`src/rtl/dino_jump_engine.sv`:
```
// Dinosaur jump/duck engine: per-frame parabolic jump physics, hitbox export and a two-stage
// sprite-ROM pixel pipeline for the VGA mixer.
module dino_jump_engine #(
  parameter int unsigned SPRITE_W        = 82,
  parameter int unsigned SPRITE_H        = 88,
  parameter int unsigned DUCK_H          = 44,
  parameter int unsigned X_POS           = 80,
  parameter int unsigned GROUND_Y        = 402,
  parameter int unsigned JUMP_FRAMES     = 60,
  parameter int unsigned GRAV_DIV        = 6,
  parameter int unsigned MIN_JUMP_FRAMES = 12
) (
  input  logic        clk,
  input  logic        RESET_N,
  input  logic        fresh,
  input  logic        game_status,
  input  logic        START,
  input  logic        button_jump,
  input  logic        button_duck,
  input  logic [8:0]  row_addr,
  input  logic [9:0]  col_addr,
  output logic [13:0] rom_addr,
  output logic        rom_bank,
  input  logic        rom_bit,
  output logic        px,
  output logic        jumping,
  output logic        ducking,
  output logic        landed,
  output logic [8:0]  hit_top,
  output logic [8:0]  hit_bottom
);

  localparam logic [8:0]  LP_GY  = 9'(GROUND_Y);
  localparam logic [8:0]  LP_SH  = 9'(SPRITE_H);
  localparam logic [8:0]  LP_DH  = 9'(DUCK_H);
  localparam logic [9:0]  LP_XL  = 10'(X_POS);
  localparam logic [9:0]  LP_XH  = 10'(X_POS + SPRITE_W);
  localparam logic [13:0] LP_W   = 14'(SPRITE_W);
  localparam logic [7:0]  LP_JF  = 8'(JUMP_FRAMES);
  localparam logic [7:0]  LP_JH  = 8'(JUMP_FRAMES / 2);
  localparam logic [7:0]  LP_MIN = 8'(MIN_JUMP_FRAMES);
  localparam logic [15:0] LP_GD  = 16'(GRAV_DIV);

  typedef enum logic [1:0] {StGround, StAir, StDuck} state_e;

  state_e      r_state;
  logic [7:0]  r_t;
  logic        r_fresh_d;
  logic        r_landed;
  logic        r_jumping;
  logic        r_ducking;
  logic [8:0]  r_hit_top;
  logic [8:0]  r_hit_bottom;
  logic [13:0] r_rom_addr;
  logic        r_rom_bank;
  logic        r_in_d;
  logic        r_px;

  logic        w_tick;
  logic [15:0] w_prod;
  logic [15:0] w_quot;
  logic        w_unused_quot;
  logic [8:0]  w_h_next;
  logic [8:0]  w_bot_next;
  logic [8:0]  w_top_stand;
  logic [8:0]  w_top_duck;
  logic        w_release;

  assign w_tick = r_fresh_d & ~fresh;

  // Height lags t by one frame: it is evaluated from the pre-tick t.
  assign w_prod        = {8'd0, r_t} * ({8'd0, LP_JF} - {8'd0, r_t});
  assign w_quot        = w_prod / LP_GD;
  assign w_unused_quot = ^w_quot[15:9];
  assign w_h_next      = (r_state == StAir) ? w_quot[8:0] : 9'd0;
  assign w_bot_next    = LP_GY - w_h_next;
  assign w_top_stand   = w_bot_next - LP_SH;
  assign w_top_duck    = w_bot_next - LP_DH;
  assign w_release     = ~button_jump & (r_t >= LP_MIN) & (r_t < LP_JH);

  always_ff @(posedge clk) begin
    r_landed <= 1'b0;
    if (!RESET_N) begin
      r_fresh_d    <= 1'b1;
      r_state      <= StGround;
      r_t          <= 8'd0;
      r_jumping    <= 1'b0;
      r_ducking    <= 1'b0;
      r_hit_top    <= LP_GY - LP_SH;
      r_hit_bottom <= LP_GY;
    end else begin
      r_fresh_d <= fresh;
      if (w_tick) begin
        if (!game_status) begin
          if (START) begin
            r_state      <= StGround;
            r_t          <= 8'd0;
            r_jumping    <= 1'b0;
            r_ducking    <= 1'b0;
            r_hit_top    <= LP_GY - LP_SH;
            r_hit_bottom <= LP_GY;
          end
        end else begin
          r_hit_bottom <= w_bot_next;
          unique case (r_state)
            StGround: begin
              if (button_jump) begin
                r_state   <= StAir;
                r_t       <= 8'd1;
                r_jumping <= 1'b1;
                r_ducking <= 1'b0;
                r_hit_top <= w_top_stand;
              end else if (button_duck) begin
                r_state   <= StDuck;
                r_jumping <= 1'b0;
                r_ducking <= 1'b1;
                r_hit_top <= w_top_duck;
              end else begin
                r_jumping <= 1'b0;
                r_ducking <= 1'b0;
                r_hit_top <= w_top_stand;
              end
            end
            StDuck: begin
              if (!button_duck) begin
                r_state   <= StGround;
                r_jumping <= 1'b0;
                r_ducking <= 1'b0;
                r_hit_top <= w_top_stand;
              end else if (button_jump) begin
                r_state   <= StAir;
                r_t       <= 8'd1;
                r_jumping <= 1'b1;
                r_ducking <= 1'b0;
                r_hit_top <= w_top_stand;
              end else begin
                r_jumping <= 1'b0;
                r_ducking <= 1'b1;
                r_hit_top <= w_top_duck;
              end
            end
            StAir: begin
              r_hit_top <= w_top_stand;
              r_ducking <= 1'b0;
              if (r_t >= LP_JF) begin
                r_state   <= StGround;
                r_t       <= 8'd0;
                r_landed  <= 1'b1;
                r_jumping <= 1'b0;
              end else if (w_release) begin
                // Mirror onto the descent; the parabola is symmetric so height stays continuous.
                r_t       <= LP_JF - r_t + 8'd1;
                r_jumping <= 1'b1;
              end else begin
                r_t       <= r_t + 8'd1;
                r_jumping <= 1'b1;
              end
            end
            default: begin
              r_state   <= StGround;
              r_t       <= 8'd0;
              r_jumping <= 1'b0;
              r_ducking <= 1'b0;
              r_hit_top <= w_top_stand;
            end
          endcase
        end
      end
    end
  end

  logic        w_in_row;
  logic        w_in_col;
  logic        w_in;
  logic [13:0] w_rel_row;
  logic [13:0] w_rel_col;
  logic [13:0] w_addr;

  assign w_in_row  = (row_addr >= r_hit_top) && (row_addr < r_hit_bottom);
  assign w_in_col  = (col_addr >= LP_XL) && (col_addr < LP_XH);
  assign w_in      = w_in_row & w_in_col;
  assign w_rel_row = {5'd0, row_addr - r_hit_top};
  assign w_rel_col = {4'd0, col_addr - LP_XL};
  assign w_addr    = w_rel_row * LP_W + w_rel_col;

  always_ff @(posedge clk) begin
    if (!RESET_N) begin
      r_rom_addr <= 14'd0;
      r_rom_bank <= 1'b0;
      r_in_d     <= 1'b0;
      r_px       <= 1'b0;
    end else begin
      r_rom_addr <= w_in ? w_addr : 14'd0;
      r_rom_bank <= r_ducking;
      r_in_d     <= w_in;
      r_px       <= r_in_d & rom_bit;
    end
  end

  assign rom_addr   = r_rom_addr;
  assign rom_bank   = r_rom_bank;
  assign px         = r_px;
  assign jumping    = r_jumping;
  assign ducking    = r_ducking;
  assign landed     = r_landed;
  assign hit_top    = r_hit_top;
  assign hit_bottom = r_hit_bottom;

endmodule

```
`config.mk`:
```
export PLATFORM = sky130hd
export DESIGN_NAME = dino_jump_engine
export DESIGN_NICKNAME = d
export VERILOG_FILES = /design/src/rtl/dino_jump_engine.sv
export SDC_FILE = /design/constraint.sdc
export NUM_CORES = 1
export LEC_CHECK = 0
export ABC_AREA = 1
export ABC_CLOCK_PERIOD_IN_PS = 9100
export CAP_MARGIN = 0
export CORE_ASPECT_RATIO = 0.75
export CORE_MARGIN = 2
export CORE_UTILIZATION = 54
export CTS_CLUSTER_SIZE = 14
export DETAILED_ROUTE_END_ITERATION = 8
export PLACE_DENSITY = 0.83
export SLEW_MARGIN = 20
export SYNTH_ARGS = -nofsm -noshare
export SYNTH_HDL_FRONTEND = slang
export SYNTH_SLANG_ARGS = --single-unit
```
`constraint.sdc`:
```
create_clock -name clk -period 9.1 [get_ports clk]
set_clock_uncertainty 0.15 [all_clocks]
set_input_delay 1.365 -clock clk [delete_from_list [all_inputs] [get_ports clk]]
set_output_delay 1.365 -clock clk [all_outputs]
set_load 0.02 [all_outputs]
```
* Word level (Yosys, flattened, before mapping)
Index checks and enable logic that the tools add are counted.
** Operators by class
- Reduce and logical (&&, ||, !) cells :: 9
- Equality and inequality tests :: 6
- Divide/modulo/power cells :: 1
- Add/sub/neg operators :: 10
- Magnitude comparators :: 7
- Muxes and demuxes :: 38
- Multipliers :: 2
- Bitwise logic cells :: 7
** Operators by type and width (number)
- 2-to-1 mux 9 bit :: 9
- 2-to-1 mux 8 bit :: 6
- one-hot mux 8 bit (3 select lines) :: 1
- one-hot mux 9 bit (2 select lines) :: 1
- adder 8 x 1 -> 8 bit, second input constant :: 2
- divider 16 x 3 -> 16 bit, second input constant :: 1
- multiplier 9 x 9 -> 16 bit :: 1
- adder 14 x 10 -> 14 bit :: 1
- 2-to-1 mux 2 bit :: 7
- multiplier 9 x 6 -> 13 bit, second input constant :: 1
- 2-to-1 mux 1 bit :: 11
- greater-or-equal comparator 10 x 7 -> 1 bit, second input constant :: 1
- < comparator 10 x 8 -> 1 bit, second input constant :: 1
- subtractor 10 x 7 -> 10 bit, second input constant :: 1
- greater-or-equal comparator 9 bit :: 1
- < comparator 9 bit :: 1
- subtractor 6 x 8 -> 9 bit, first input constant :: 1
- subtractor 9 x 6 -> 9 bit, second input constant :: 1
- subtractor 9 x 7 -> 9 bit, second input constant :: 1
- subtractor 9 bit :: 1
- subtractor 9 bit, first input constant :: 1
- greater-or-equal comparator 8 x 4 -> 1 bit, second input constant :: 1
- greater-or-equal comparator 8 x 6 -> 1 bit, second input constant :: 1
- < comparator 8 x 5 -> 1 bit, second input constant :: 1
- other kinds (18) :: 26
** Storage, ports and cells
- Flip-flop bits (word level) :: 49
- Output and inout bits :: 37

* Depth between registers and ports, before layout
Gate-level depths: netlist of the first run.
- Word-level depth :: 10
- Mapped depth :: 76
- Gate-level depth less buffers :: 74

* Worst setup path after synthesis of the first run
OpenSTA, ideal clock, no wires.
- Kind :: reg2reg
- From :: register r_t[0]
- To :: register r_hit_top[4], in the netlist hit_top[4]
- Clock period less this slack :: 9.367 ns
- Arrival time :: 9.094 ns
- Stages on the path, launching flop included :: 71
- Library setup time :: 0.124 ns
- Required time :: 8.826 ns
- Setup slack :: -0.267 ns
- Cells stage by stage :: dfxtp_1 -> clkbuf_1 -> inv_1 -> clkbuf_1 -> ha_1 -> nor2_4 -> nand2_4 -> ha_1 -> inv_1 -> nand2_1 -> fa_1 -> fa_1 -> inv_1 -> fa_1 -> fa_1 -> inv_1 -> fa_1 -> inv_1 -> (+35 left out) -> o21ai_2 -> nand2_2 -> o21ai_2 -> nand2_1 -> o21ai_2 -> nand2_2 -> inv_1 -> ha_1 -> inv_1 -> nand3_1 -> inv_1 -> nand2_1 -> nand2_1 -> ha_1 -> a21oi_1 -> o21ai_0 -> a21oi_1 -> o21ai_0
** Between the ends
- Longest elaborated chain between the ends :: 10
- Elaborated cells between the ends (all ways) :: 13
- Classes of those cells :: add/sub: 4; mul: 1; div: 1; mux: 7
** RTL lines
- start: declaration :: line 47 : logic [7:0] r_t;
- start signal: assignment :: line 152 : r_t <= LP_JF - r_t + 8'd1;
- start signal: assignment :: line 155 : r_t <= r_t + 8'd1;
- subtractor 6 x 8 -> 9 bit :: line 72 : assign w_prod = {8'd0, r_t} * ({8'd0, LP_JF} - {8'd0, r_t});
- multiplier 9 x 9 -> 16 bit (*) :: line 72
- divider 16 x 3 -> 16 bit (*) :: line 73 : assign w_quot = w_prod / LP_GD;
- 2-to-1 mux 9 bit (*) :: line 75 : assign w_h_next = (r_state == StAir) ? w_quot[8:0] : 9'd0;
- subtractor 9 bit (*) :: line 76 : assign w_bot_next = LP_GY - w_h_next;
- subtractor 9 x 6 -> 9 bit or subtractor 9 x 7 -> 9 bit (tied branches) :: line 78, 77
- 2-to-1 mux 9 bit, on equally long branches :: line 130, 113
- 2-to-1 mux 9 bit, on equally long branches :: line 125, 107
- one-hot mux 9 bit (2 select lines) (*) :: line 105 : unique case (r_state)
- 2-to-1 mux 9 bit (*) :: line 94 : if (!game_status) begin
- end signal: assignment :: line 100 : r_hit_top <= LP_GY - LP_SH;
- end signal: assignment :: line 129 : r_hit_top <= w_top_stand;
- end signal: assignment :: line 135 : r_hit_top <= w_top_stand;
- end: declaration :: line 52 : logic [8:0] r_hit_top;
Every way passes the cells marked *; elsewhere a longest branch is shown, timed or not.
A chain may end at the register's enable or synchronous reset.

* Worst setup path after layout of the first run
- From :: register r_t[1]
- To :: register r_hit_top[5], in the netlist hit_top[5]
The elaborated chain is that of the path after synthesis.

==> results of run 1 <==
## kinds of logic after synthesis
| family | after synthesis | synth area share (%) |
|---|---|---|
| xor gates and xnor gates | 38 | 4.82 |
| AOI/OAI and AO/OA | 131 | 11.2 |
| adders and majority gates | 164 | 34.0 |
| and+or+nand+nor | 373 | 23.6 |
| buffers and inverters | 233 | 13.0 |
| DFF | 47 | 13.3 |
## metal layers
metal,global-route usage [%],up-vias,part of all wire (%)
li1,-,3359,-
met1,37.2,3388,43
met2,44.9,339,46
met3,5.06,66,8.5
met4,5.85,0,2.5
met5,0,-,0
## stage by stage
step	hold slack [ns]	worst slack [ns]	total power [mW]	instance area [sq um]	TNS, ns
2_1_floorplan	0.252	0.0832	0.695	7090	0
5_1_grt	0.292	-0.737	1.15	9240	-6.98
3_3_place_gp	0.259	-0.00525	0.808	8130	-0.00525
3_5_place_dp	0.261	-0.403	0.831	8130	-1.99
4_1_cts	0.272	0.0186	1.03	8720	0
6_report	0.269	-0.340	1.05	9240	-1.85
## timing repair
item | CTS | global route
setup buffers | 19 | 9
setup endpoints to repair | 10 | 16
gates resized for setup | 80 | 112
pin swaps | 69 | 56
## cells in the mapped netlist (all sizes together), types with 2 or more instances
| master | instances | area, sq um |
|---|---|---|
| nor2 | 71 | 277 |
| a32oi | 2 | 17.5 |
| o21bai | 6 | 45.0 |
| a21o | 3 | 22.5 |
| xnor2 | 11 | 96.3 |
| a21oi | 48 | 248 |
| nor3b | 2 | 15.0 |
| inv | 211 | 792 |
| o21a | 4 | 30.0 |
| o211ai | 6 | 45.0 |
| a32o | 2 | 20.0 |
| nand3b | 2 | 15.0 |
| or2 | 3 | 18.8 |
| o21ai | 45 | 244 |
| a211oi | 2 | 15.0 |
| fa | 47 | 941 |
| xor2 | 27 | 244 |
| nor3 | 10 | 50.1 |
| o32ai | 3 | 26.3 |
| ha | 117 | 1460 |
| dfxtp | 47 | 941 |
| a31oi | 2 | 12.5 |
| clkinv | 5 | 21.3 |
| and2 | 3 | 18.8 |
| nand4 | 10 | 68.8 |
| nand3 | 48 | 275 |
| nand2 | 223 | 920 |
| buf | 9 | 73.8 |
| clkbuf | 8 | 33.8 |
## final cells by class
| type | count | area (sq um) |
|---|---|---|
| clock inverters | 1 | 5.00 |
| clock buffers | 7 | 133 |
| flip-flops and latches | 47 | 950 |
| fillers | 946 | 3640 |
| inverters | 216 | 821 |
| repair buffers | 131 | 1190 |
| well taps | 171 | 214 |
| multi-input cells | 706 | 5920 |
## sequential cells by signal (all words and copies together) (netlist names)
| name | count |
|---|---|
| ducking | 1 |
| hit_bottom | 7 |
| hit_top | 9 |
| jumping | 1 |
| landed | 1 |
| px | 1 |
| r_fresh_d | 1 |
| r_in_d | 1 |
| r_state | 2 |
| r_t | 8 |
| rom_addr | 14 |
| rom_bank | 1 |
## how the worst min path moves through the flow
stage | from | to | slack [ns] | cells past startpoint
2_1_floorplan | r_in_d$_SDFF_PN0_ | px$_SDFF_PN0_ | 0.25 | 2
3_3_place_gp | r_in_d$_SDFF_PN0_ | px$_SDFF_PN0_ | 0.26 | 2
3_5_place_dp | r_in_d$_SDFF_PN0_ | px$_SDFF_PN0_ | 0.26 | 2
4_1_cts | r_in_d$_SDFF_PN0_ | px$_SDFF_PN0_ | 0.27 | 2
5_1_grt | r_in_d$_SDFF_PN0_ | px$_SDFF_PN0_ | 0.29 | 2
6_report | r_in_d$_SDFF_PN0_ | px$_SDFF_PN0_ | 0.27 | 2
## worst reg2reg max path: cells and delay by family (launching register included)
family	cells	cell delay, ns
flip-flops	1	0.35
buffers and inverters	9	0.70
AND/OR/NAND/NOR	36	3.65
AO/OA/AOI/OAI	9	1.20
adder cells (fa/ha/maj)	10	3.25
## power by group through the flow
stage               Clock [mW]  Sequential, mW  Combinational (mW)
floorplan                    0           0.225               0.470
global placement             0           0.220               0.588
detailed placement           0           0.220               0.611
CTS                      0.185           0.215               0.628
global route             0.196           0.215               0.736
finish                   0.188           0.215               0.652
==> impl_metrics.tcl, run 1 <==
set metrics [dict create \
    outcome "finished with violations" \
    violations "setup timing" \
    syn_to_final_growth_pct 30.8 \
    worstReg2RegStart "r_t[1]$_SDFFE_PN0P_" \
    syn_nets 1177 \
    wl_per_cell_um 16.0 \
    clk_latency_ns 0.30 \
    num_rows 36 \
    synth.distinct_cells 53 \
    fin_util_pct 71.7 \
    avgSynthCellArea_sq_um 7.16 \
    netlist_area_sq_um 7060 \
    drt-total-wl_mm 20.5 \
    clk_pin_slew_ns 0.07 \
    place_inst 1244 \
    ys_seq_elements 47 \
    path_max_fanout 4 \
    yosysWarnings 0 \
    crit_slowest_cell "fa_1" \
    max_freq_mhz 106 \
    dr.first_iter.drc_count 663 \
    num_vias 7152 \
    crit_family "simple AND/OR/NAND/NOR gates" \
    synthCells 986 \
    min_period_over_period_pct 104 \
    path_buf_inv 9 \
    worstMarginPinSlew_ns 0.801 \
    tritoncts "done" \
    htreeDepth 2 \
    io_pins 64 \
    maxSlewViolCount 0 \
    p_sw_share_pct 45.1 \
    hold_buffers 0 \
    crit_path_end "hit_top[5]$_SDFFE_PN1P_" \
    firstDrtPassIters 8 \
    grt_pass1_vias 6710 \
    fin_crit_ns 9.44 \
    critPathLaunch "r_t[1]$_SDFFE_PN0P_" \
    grt_use_total_pct 27.1 \
    drive_gt1_share_pct 23.2 \
    cts_buffer_depth 2 \
    final-instance-count-excl-fill 1279 \
    setup_slack_ns -0.340 \
    cts_root_buf "clkbuf_16" \
    max-slew-margin-rel_pct 46.4 \
    maxCapViolCount 0 \
    final_cell_mix "inv_1, nand2_1, ha_1" \
    ff2ff_setup_slack_ns -0.34 \
    final_common_cell "inv_1" \
    pwr-share-seq_pct 20.4 \
    portBuffers 63 \
    worst_setup_path_end_kind "register" \
    critPathMostFrequentCell "nand2_2" \
    synth_edf_count 0 \
    cp-start-kind "register" \
    grt_pass1_wl_mm 30.8 \
    p_int_mw 0.579 \
    hold_viol 0 \
    grt_max_degree 18 \
    antennaDiodeCount 0 \
    cts.sinks 47 \
    ir_drop_uv 130 \
    required_ns 9.13 \
    vias_per_cell 5.59 \
    r2r_end "hit_top[5]$_SDFFE_PN1P_" \
    detailed_place_hpwl_mm 14.1 \
    crit_type "reg -> reg" \
    powerDensity_nw_per_um2 114 \
    arrival_ns 9.47 \
    gp_congestion 0.939 \
    yosys_most_used_dff "dfxtp_1" \
    detail-route-antenna-nets 0 \
    setup_viol 9 \
    drcViolationCount 0 \
    die_h_um 103 \
    coreArea_sq_um 12900 \
    fp.dieW_um 136 \
    nets 1298 \
    dieArea_sq_um 14000 \
    hp-class "reg -> reg" \
    max_stage_delay_ns 0.55 \
    p_leak_nw 4.85 \
    antenna_found_initial 0 \
    start_util_pct 54.8 \
    switchingPower_mw 0.476 \
    reg2regPathDepth 64 \
    rsz0062_at_grt "yes" \
    async_flop_share_pct 0 \
    grt-ovfl-total 0 \
    numCtsBuffers 5 \
    cp.depth 64 \
    ys_seq_area_share_pct 13.3 \
    pwr-share-clk_pct 17.8 \
    comb_power_share_pct 61.8 \
]
No activity file was read; power rests on OpenSTA's default activity.
==> inputs of run 2 (changes only) <==
--- a/config.mk
+++ b/config.mk
@@ -7,7 +7,7 @@
 export LEC_CHECK = 0
 export ABC_AREA = 1
 export ABC_CLOCK_PERIOD_IN_PS = 9100
-export CAP_MARGIN = 0
+export CAP_MARGIN = 30
 export CORE_ASPECT_RATIO = 0.75
 export CORE_MARGIN = 2
 export CORE_UTILIZATION = 54
==> constraint.sdc (replaced) <==
create_clock -name clk -period 9.1 [get_ports clk]
set_clock_uncertainty 0.15 [all_clocks]
set_input_delay 1.365 -clock clk [delete_from_list [all_inputs] [get_ports clk]]
set_output_delay 1.365 -clock clk [all_outputs]
set_load 0.1 [all_outputs]
==> results of run 2 <==
Same layout as run 1 (identical final DEF). Status: finished with violations: setup timing.
Among the figures that moved: total power 1.05 mW -> 1.08 mW; worst IR drop on VDD 130 uV -> 131 uV
==> inputs of run 3 (changes only) <==
--- a/config.mk
+++ b/config.mk
@@ -7,7 +7,7 @@
 export LEC_CHECK = 0
 export ABC_AREA = 1
 export ABC_CLOCK_PERIOD_IN_PS = 9100
-export CAP_MARGIN = 30
+export CAP_MARGIN = 40
 export CORE_ASPECT_RATIO = 0.75
 export CORE_MARGIN = 2
 export CORE_UTILIZATION = 54
==> impl_metrics.tcl, run 3 (same netlist as run 1, synthesis figures left out) <==
set metrics [dict create \
    cp-start-kind "register" \
    detailed_place_hpwl_mm 15.1 \
    antenna_found_initial 0 \
    clk_latency_ns 0.30 \
    io_pins 64 \
    setup_viol 13 \
    violations "setup timing" \
    numCtsBuffers 5 \
    grt_max_degree 18 \
    min_path_cells 2 \
    pwr-share-clk_pct 19.6 \
    comb_power_share_pct 61.5 \
    htreeDepth 2 \
    arrival_ns 9.67 \
    final_cell_mix "inv_1, nand2_1, ha_1" \
    final_common_cell "inv_1" \
    firstDrtPassIters 8 \
    max-slew-margin-rel_pct 40.0 \
    coreArea_sq_um 12900 \
    switchingPower_mw 0.517 \
    largest_reg_flops 14 \
    gp_congestion 0.939 \
    antennaDiodeCount 0 \
    drt-total-wl_mm 21.7 \
    critPathMostFrequentCell "nand2_2" \
    multi_input_area_sq_um 5800 \
    powerDensity_nw_per_um2 116 \
    p_int_mw 0.625 \
    setup_slack_ns -0.545 \
    path_max_fanout 4 \
    cts_buffer_depth 2 \
    fin_util_pct 76.1 \
    fin_crit_ns 9.65 \
    dieArea_sq_um 14000 \
    grt-ovfl-total 0 \
    hold_viol 0 \
    outcome "finished with violations" \
    p_sw_share_pct 45.3 \
    start_util_pct 54.8 \
    dr.first_iter.drc_count 721 \
    rsz0062_at_grt "yes" \
    final-seq-area_sq_um 948 \
    p_leak_nw 5.21 \
    nFillCells 812 \
    detail-route-antenna-nets 0 \
    pwr-share-seq_pct 18.9 \
    finalSetupTns_ns -4.08 \
    required_ns 9.13 \
    tritoncts "done" \
    vias_per_cell 5.55 \
    grt_use_total_pct 27.5 \
    min_period_over_period_pct 106 \
    cts_root_buf "clkbuf_16" \
    maxSlewViolCount 0 \
    wl_per_cell_um 16.3 \
    portBuffers 63 \
    clk_pin_slew_ns 0.07 \
    drive_gt1_share_pct 26.0 \
    reg2regPathDepth 62 \
    crit_slowest_cell "fa_1" \
    fp.dieW_um 136 \
    worst_setup_path_end_kind "register" \
    hp-class "reg -> reg" \
    num_vias 7381 \
    max_freq_mhz 104 \
    nets 1349 \
    crit_type "reg -> reg" \
    syn_to_final_growth_pct 38.8 \
    drcViolationCount 0 \
    max_stage_delay_ns 0.54 \
    whs_ns 0.277 \
    cts.sinks 47 \
    num_rows 36 \
    die_h_um 103 \
    ir_drop_uv 117 \
    worstMarginPinSlew_ns 0.897 \
    maxCapViolCount 0 \
    grt_pass1_wl_mm 31.1 \
    grt_pass1_vias 6801 \
]
run 3: worst max-delay path: cells and delay by family (launching register included):
kind,cells,cell delay (ns)
adders and majority gates,9,3.56
and+or+nand+nor,30,2.88
AOI/OAI and AO/OA,13,1.79
DFF,1,0.38
buffers and inverters,10,0.77
run 3: routing by layer:
metal	up-vias	GRT usage, %	share of wire, %
met5	-	0	0
met4	0	5.13	3.1
met3	69	4.67	8.2
met2	394	46.4	47
met1	3451	37.6	41
li1	3467	-	-
run 3: layout make-up:
cell class / instances / area share [%]
Clock buffer: 6 / 1.42
Clock inverter: 2 / 0.357
Inverter: 216 / 8.37
Multi-Input combinational cell: 706 / 59.2
Sequential cell: 47 / 9.67
Tap cell: 171 / 2.18
Timing Repair Buffer: 182 / 18.8
run 3: worst paths after layout:
path | end | from | slack [ns]
worst max-delay path | hit_top[4]$_SDFFE_PN1P_ | r_t[2]$_SDFFE_PN0P_ | -0.55
worst min-delay path | px$_SDFF_PN0_ | r_in_d$_SDFF_PN0_ | 0.28
worst max register to register | hit_top[4]$_SDFFE_PN1P_ | r_t[2]$_SDFFE_PN0P_ | -0.55
worst min register to register | px$_SDFF_PN0_ | r_in_d$_SDFF_PN0_ | 0.28
run 3: timing repair:
| action | 4_1_cts | 5_1_grt |
|---|---|---|
| hold buffers | 0 | 0 |
| endpoints found under the setup margin | 10 | 15 |
| setup buffers | 25 | 16 |
| resized for setup | 44 | 114 |
| pin swaps | 29 | 75 |
run 3: power groups by stage:
| stage | combinational, mW | clock [mW] | sequential [mW] |
|---|---|---|---|
| 3_5_place_dp | 0.666 | 0 | 0.220 |
| 6_report | 0.702 | 0.224 | 0.216 |
| 4_1_cts | 0.680 | 0.222 | 0.215 |
| 3_3_place_gp | 0.617 | 0 | 0.220 |
| 2_1_floorplan | 0.471 | 0 | 0.254 |
| 5_1_grt | 0.786 | 0.231 | 0.216 |
run 3: stage by stage:
stage	instance area (sq um)	setup WS [ns]	total power, mW	cells
finish	9800	-0.545	1.14	1330
global route	9800	-1.01	1.23	1330
CTS	9230	0.00486	1.12	1314
detailed placement	8710	-0.474	0.886	1281
global placement	8130	-0.00525	0.837	1244
floorplan	7090	0.0832	0.725	986
